## src/rtl/usb_data_tx.sv

```systemverilog
// USB DATA packet transmitter: PID, LSB-first payload, then inverted CRC16.
// Keeps the DATA0/DATA1 toggle across packets; byte stream uses valid/ready.
module usb_data_tx #(
  parameter int         NUM_BYTES = 4,
  parameter logic [7:0] DATA0_PID = 8'hC3,
  parameter logic [7:0] DATA1_PID = 8'h4B
) (
  input  logic                   clk,
  input  logic                   n_rst,
  input  logic                   output_ready,
  input  logic [8*NUM_BYTES-1:0] average_data,
  output logic                   word_accept,
  output logic [7:0]             tx_byte,
  output logic                   tx_valid,
  input  logic                   tx_ready,
  output logic                   tx_last,
  output logic                   busy,
  input  logic                   clear_toggle,
  output logic                   data_toggle
);

  localparam int CW = (NUM_BYTES > 1) ? $clog2(NUM_BYTES) : 1;
  localparam logic [CW-1:0] LAST = CW'(NUM_BYTES - 1);

  typedef enum logic [2:0] {
    IDLE,
    PID,
    DATA,
    CRC_LO,
    CRC_HI
  } state_t;

  state_t                 state;
  logic [8*NUM_BYTES-1:0] word;
  logic [CW-1:0]          count;
  logic [15:0]            crc;
  logic [15:0]            crc_nxt;
  logic                   clr_pend;
  logic                   xfer;

  function automatic logic [15:0] crc_byte(
    input logic [15:0] c,
    input logic [7:0]  d
  );
    logic [15:0] r;
    r = c;
    for (int i = 0; i < 8; i++)
      r = (r[0] ^ d[i]) ? ((r >> 1) ^ 16'hA001) : (r >> 1);
    return r;
  endfunction

  // tx_byte holds the payload byte while in DATA, so it feeds the CRC
  assign crc_nxt     = crc_byte(crc, tx_byte);
  assign xfer        = tx_valid & tx_ready;
  assign word_accept = n_rst & (state == IDLE) & output_ready;

  always_ff @(posedge clk or negedge n_rst) begin
    if (!n_rst) begin
      state       <= IDLE;
      word        <= '0;
      count       <= '0;
      crc         <= 16'hFFFF;
      clr_pend    <= 1'b0;
      tx_byte     <= 8'h00;
      tx_valid    <= 1'b0;
      tx_last     <= 1'b0;
      busy        <= 1'b0;
      data_toggle <= 1'b0;
    end else begin
      if (state != IDLE && clear_toggle)
        clr_pend <= 1'b1;
      unique case (state)
        IDLE: begin
          clr_pend <= 1'b0;
          if (clear_toggle)
            data_toggle <= 1'b0;
          if (output_ready) begin
            word     <= average_data;
            crc      <= 16'hFFFF;
            tx_byte  <= (data_toggle && !clear_toggle) ?
                        DATA1_PID : DATA0_PID;
            tx_valid <= 1'b1;
            busy     <= 1'b1;
            state    <= PID;
          end
        end
        PID: begin
          if (xfer) begin
            count   <= '0;
            tx_byte <= word[7:0];
            state   <= DATA;
          end
        end
        DATA: begin
          if (xfer) begin
            crc <= crc_nxt;
            if (count == LAST) begin
              tx_byte <= ~crc_nxt[7:0];
              state   <= CRC_LO;
            end else begin
              count   <= count + 1'b1;
              tx_byte <= word[8*(int'(count)+1) +: 8];
            end
          end
        end
        CRC_LO: begin
          if (xfer) begin
            tx_byte <= ~crc[15:8];
            tx_last <= 1'b1;
            state   <= CRC_HI;
          end
        end
        CRC_HI: begin
          if (xfer) begin
            tx_byte     <= 8'h00;
            tx_valid    <= 1'b0;
            tx_last     <= 1'b0;
            busy        <= 1'b0;
            data_toggle <= (clr_pend || clear_toggle) ?
                           1'b0 : ~data_toggle;
            state       <= IDLE;
          end
        end
        default: state <= IDLE;
      endcase
    end
  end

endmodule
```

## config.mk

```make
export PLATFORM = sky130hd
export DESIGN_NAME = usb_data_tx
export DESIGN_NICKNAME = d
export VERILOG_FILES = /design/src/rtl/usb_data_tx.sv
export SDC_FILE = /design/constraint.sdc
export NUM_CORES = 1
export LEC_CHECK = 0
export BUFFER_PORTS_ARGS = -buffer_cell sky130_fd_sc_hd__buf_2
export CAP_MARGIN = 5
export CORE_UTILIZATION = 38
export CTS_CLUSTER_SIZE = 8
export DETAILED_ROUTE_END_ITERATION = 16
export GPL_TIMING_DRIVEN = 0
export SYNTH_ARGS = -nofsm -noshare
export SYNTH_HDL_FRONTEND = slang
export SYNTH_SLANG_ARGS = --single-unit
```

## constraint.sdc

```tcl
create_clock -name clk -period 1.85 [get_ports clk]
set_clock_uncertainty 0.15 [all_clocks]
set_input_delay 0.2775 -clock clk [delete_from_list [all_inputs] [get_ports clk]]
set_output_delay 0.2775 -clock clk [all_outputs]
set_load 0.01 [all_outputs]
```

==> reports/qor.txt <==
outcome - complete, but fails checks
failing checks - hold timing, setup timing
Core Box Area - 0.00826 mm2
worst-path maximum fanout - 3
row count - 33
Final nets - 437
HPWL after detailed placement - 5470 um
Via Count - 2581
Cells after Synth - 300
Period minus WS final - 2040 ps
drt drc - 0
Num CTS Buffers - 9
Yosys Warn Count - 0
CTS clk-pin slew, worst paths - 70 ps
full die area - 0.00898 mm2
Top Layer Used - met4
Power, Total - 8.22 mW
gr usage total - 0.197
ANT nets after route - 0
hold crit path type - in -> async
Pint - 4.99 mW
clock sinks - 65
static leakage - 1.93 nW
Worst Max-Slew Pin Slew - 835 ps
CP Launch Type - register
ys flop type - dfrtp_1
Seq/Total Area, Yosys - 0.504
Fmax - 490 MHz
WL met2 - 3980 um
Clock power frac - 0.130
Routed met3 length - 366 um
Synth-to-Final Area Change - 32.2%
P per Cell Area - 1900 mW/mm2
worst setup margin - -189 ps
EDFF count, synth - 0
placed cells - 454
antenna violations before repair - 0
unrepaired setup endpoints after global routing - yes
first-pass GRT wire length - 13200 um
Worst Path Required - 1930 ps
pre-CTS setup slack - -327 ps
CTS Buffer Depth - 2
placed cell areas - 0.00366 mm2
Final setup viols - 6
CTS tree - done
drt total wl - 8140 um
Finished Cell Area - 0.00432 mm2
first-pass iteration count of the detailed router - 6
M1 WL - 3720 um
Seq pwr share - 0.315
CP Capture Type - register
largest net degree at the start of global routing - 67
worst ir drop on vdd - 0.625 mV
Fillers - 756
Final Non-Filler Cells - 509
Switching Fraction - 0.393
clk_lat worst skew - 350 ps
die extent in x - 94.7 um
critical setup path kind - reg -> reg
chip height - 94.7 um
CTS root buffer - clkbuf_8
hold_ws - -122 ps
final hold viol count - 50
vias in the first global route - 2626
RD Place Congestion - 0.839
Port Buf Inserts - 49
share of layout cells above drive strength 1 - 0.324
Logic pwr share - 0.555
unique cell type count in the Yosys netlist - 42
Mapped Nets - 338
drt wl/cell - 16.0 um
slew margin rel. - 0.443
via-per-instance ratio - 5.07
Max Cap Viol - 0
Max Slew Vio Count - 0
Overflow after GRT - 0
Synth async-reset ratio - 1.00
H-Tree Depth - 3
CP arrival - 2120 ps
# diodes - 0
# IOs - 50
area of the mapped netlist - 0.00327 mm2
period utilization - 1.10
Psw - 3.23 mW
First DRT Iteration DRCs - 167
initial core utilization - 0.396
Mean Syn Cell Area - 10.9 um2
Hold Buf Count CTS - 23
synthesis-stage register bit count - 65
-- cell usage after synthesis (2+ instances only) --
library cell	number	area, um2
xnor3_1	2	45.0
xnor2_1	15	131
o21ai_0	15	75.1
nor3_1	2	10.0
mux2i_1	14	140
nand2_1	19	71.3
nor2_2	2	12.5
o22a_1	3	26.3
a31oi_1	7	43.8
buf_4	4	30.0
nand3_1	2	10.0
xor2_1	3	26.3
a22o_1	4	35.0
a21oi_1	22	110
inv_1	9	33.8
o31a_1	2	17.5
nor2_1	27	101
nand2b_1	2	12.5
dfrtp_1	49	1230
o21ai_1	13	65.1
xnor2_2	2	32.5
clkbuf_1	8	30.0
o211ai_1	3	22.5
o32a_1	2	20.0
dfstp_2	16	420
a32o_1	2	20.0
buf_2	5	25.0
and2_1	3	18.8
mux2_1	30	338
-- layout make-up --
cell class | count | area (um2) | share of cell area
Multi-Input combinational cell | 206 | 1600 | 0.371
Buffer | 17 | 119 | 0.0275
Timing Repair Buffer | 89 | 609 | 0.141
Clock buffer | 13 | 149 | 0.0345
Clock inverter | 3 | 17.5 | 0.00406
Sequential cell | 65 | 1650 | 0.382
Inverter | 11 | 42.5 | 0.00985
Tap cell | 105 | 131 | 0.0304
-- metal layers --
metal	vias up	GRT usage
li1	1257	-
met5	-	0
met2	54	0.325
met3	8	0.0338
met1	1262	0.260
met4	0	0.0732
-- power groups by stage --
| stage | registers [mW] | clock network, mW | logic [mW] |
|---|---|---|---|
| floorplan | 2.48 | 0 | 2.94 |
| global placement | 2.54 | 0 | 3.76 |
| detailed placement | 2.56 | 0 | 3.83 |
| CTS | 2.60 | 1.08 | 4.33 |
| global route | 2.68 | 1.14 | 4.98 |
| finish | 2.59 | 1.07 | 4.57 |
-- state kept, by name (all words and copies together) (netlist names) --
register,flops
word,32
crc,16
tx_byte,8
state,3
count,2
busy,1
clr_pend,1
data_toggle,1
tx_last,1
-- what timing repair did --
action	CTS	global route
gates cloned	0	1
setup endpoints to repair	54	44
setup buffers	7	9
pin swaps	6	5
hold endpoints to repair	72	49
gates resized for setup	16	22
-- cells by family (layout without fill, tap and decap cells) --
family          Yosys count  count (layout)  synth area share
flops                    65              65             0.504
xor+xnor                 23              23            0.0796
buf+inv                  29             133            0.0402
mux                      44              44             0.146
simple gates             59              59            0.0762
fa+ha+maj                 1               1           0.00383
compound gates           79              79             0.150
-- final timing paths --
path,from,endpoint,slack (ps),depth (start not counted)
worst max-delay path,crc[4]$_DFFE_PN1P_,tx_byte[0]$_DFFE_PN0P_,-190,6
worst min-delay path,n_rst,data_toggle$_DFFE_PN0P_,-120,1
worst max register to register,crc[4]$_DFFE_PN1P_,tx_byte[0]$_DFFE_PN0P_,-190,6
worst min register to register,word[31]$_DFFE_PN0P_,word[31]$_DFFE_PN0P_,340,1
max in group asynchronous,n_rst,state[1]$_DFFE_PN0P_,1070,1
min in group clk,average_data[21],word[21]$_DFFE_PN0P_,0,2
-- worst max-delay path, cell delays in order, from the launching register on --
cell and delay [ps]:
dfstp_2 550, xnor2_2 120, xnor3_1 420, xor3_2 260
xnor3_1 250, nor2_1 100, o21ai_1 70
-- stage by stage --
stage,setup TNS [ps],hold slack (ps),util
floorplan,-184,-168,-
global placement,-8890,318,0.443
detailed placement,-10600,285,0.444
CTS,-726,-82.2,0.508
global route,-1040,-59.1,0.523
finish,-566,-122,0.523
-- layout by cell type, fill, tap and decap left out, types with 3 or more instances in the layout --
master         netlist  final
dfstp_2             16     16
xnor2_1             15      9
dlygate4sd3_1        0     23
nand2_1             19     18
o211ai_1             3      3
a21oi_1             22     22
inv_1                9      9
o21ai_1             13     12
buf_2                5     51
a22o_1               4      4
mux2i_1             14     14
o21ai_0             15     15
xor2_1               3      3
clkbuf_1             8      6
clkinv_2             1      3
xnor2_2              2      6
buf_6                0      5
mux2_1              30     30
a31oi_1              7      7
nor2_4               0      3
buf_4                4     20
nor2_1              27     26
dfrtp_1             49     48
o22a_1               3      3
clkbuf_8             0     10
Power figures use the tool's default switching activity.
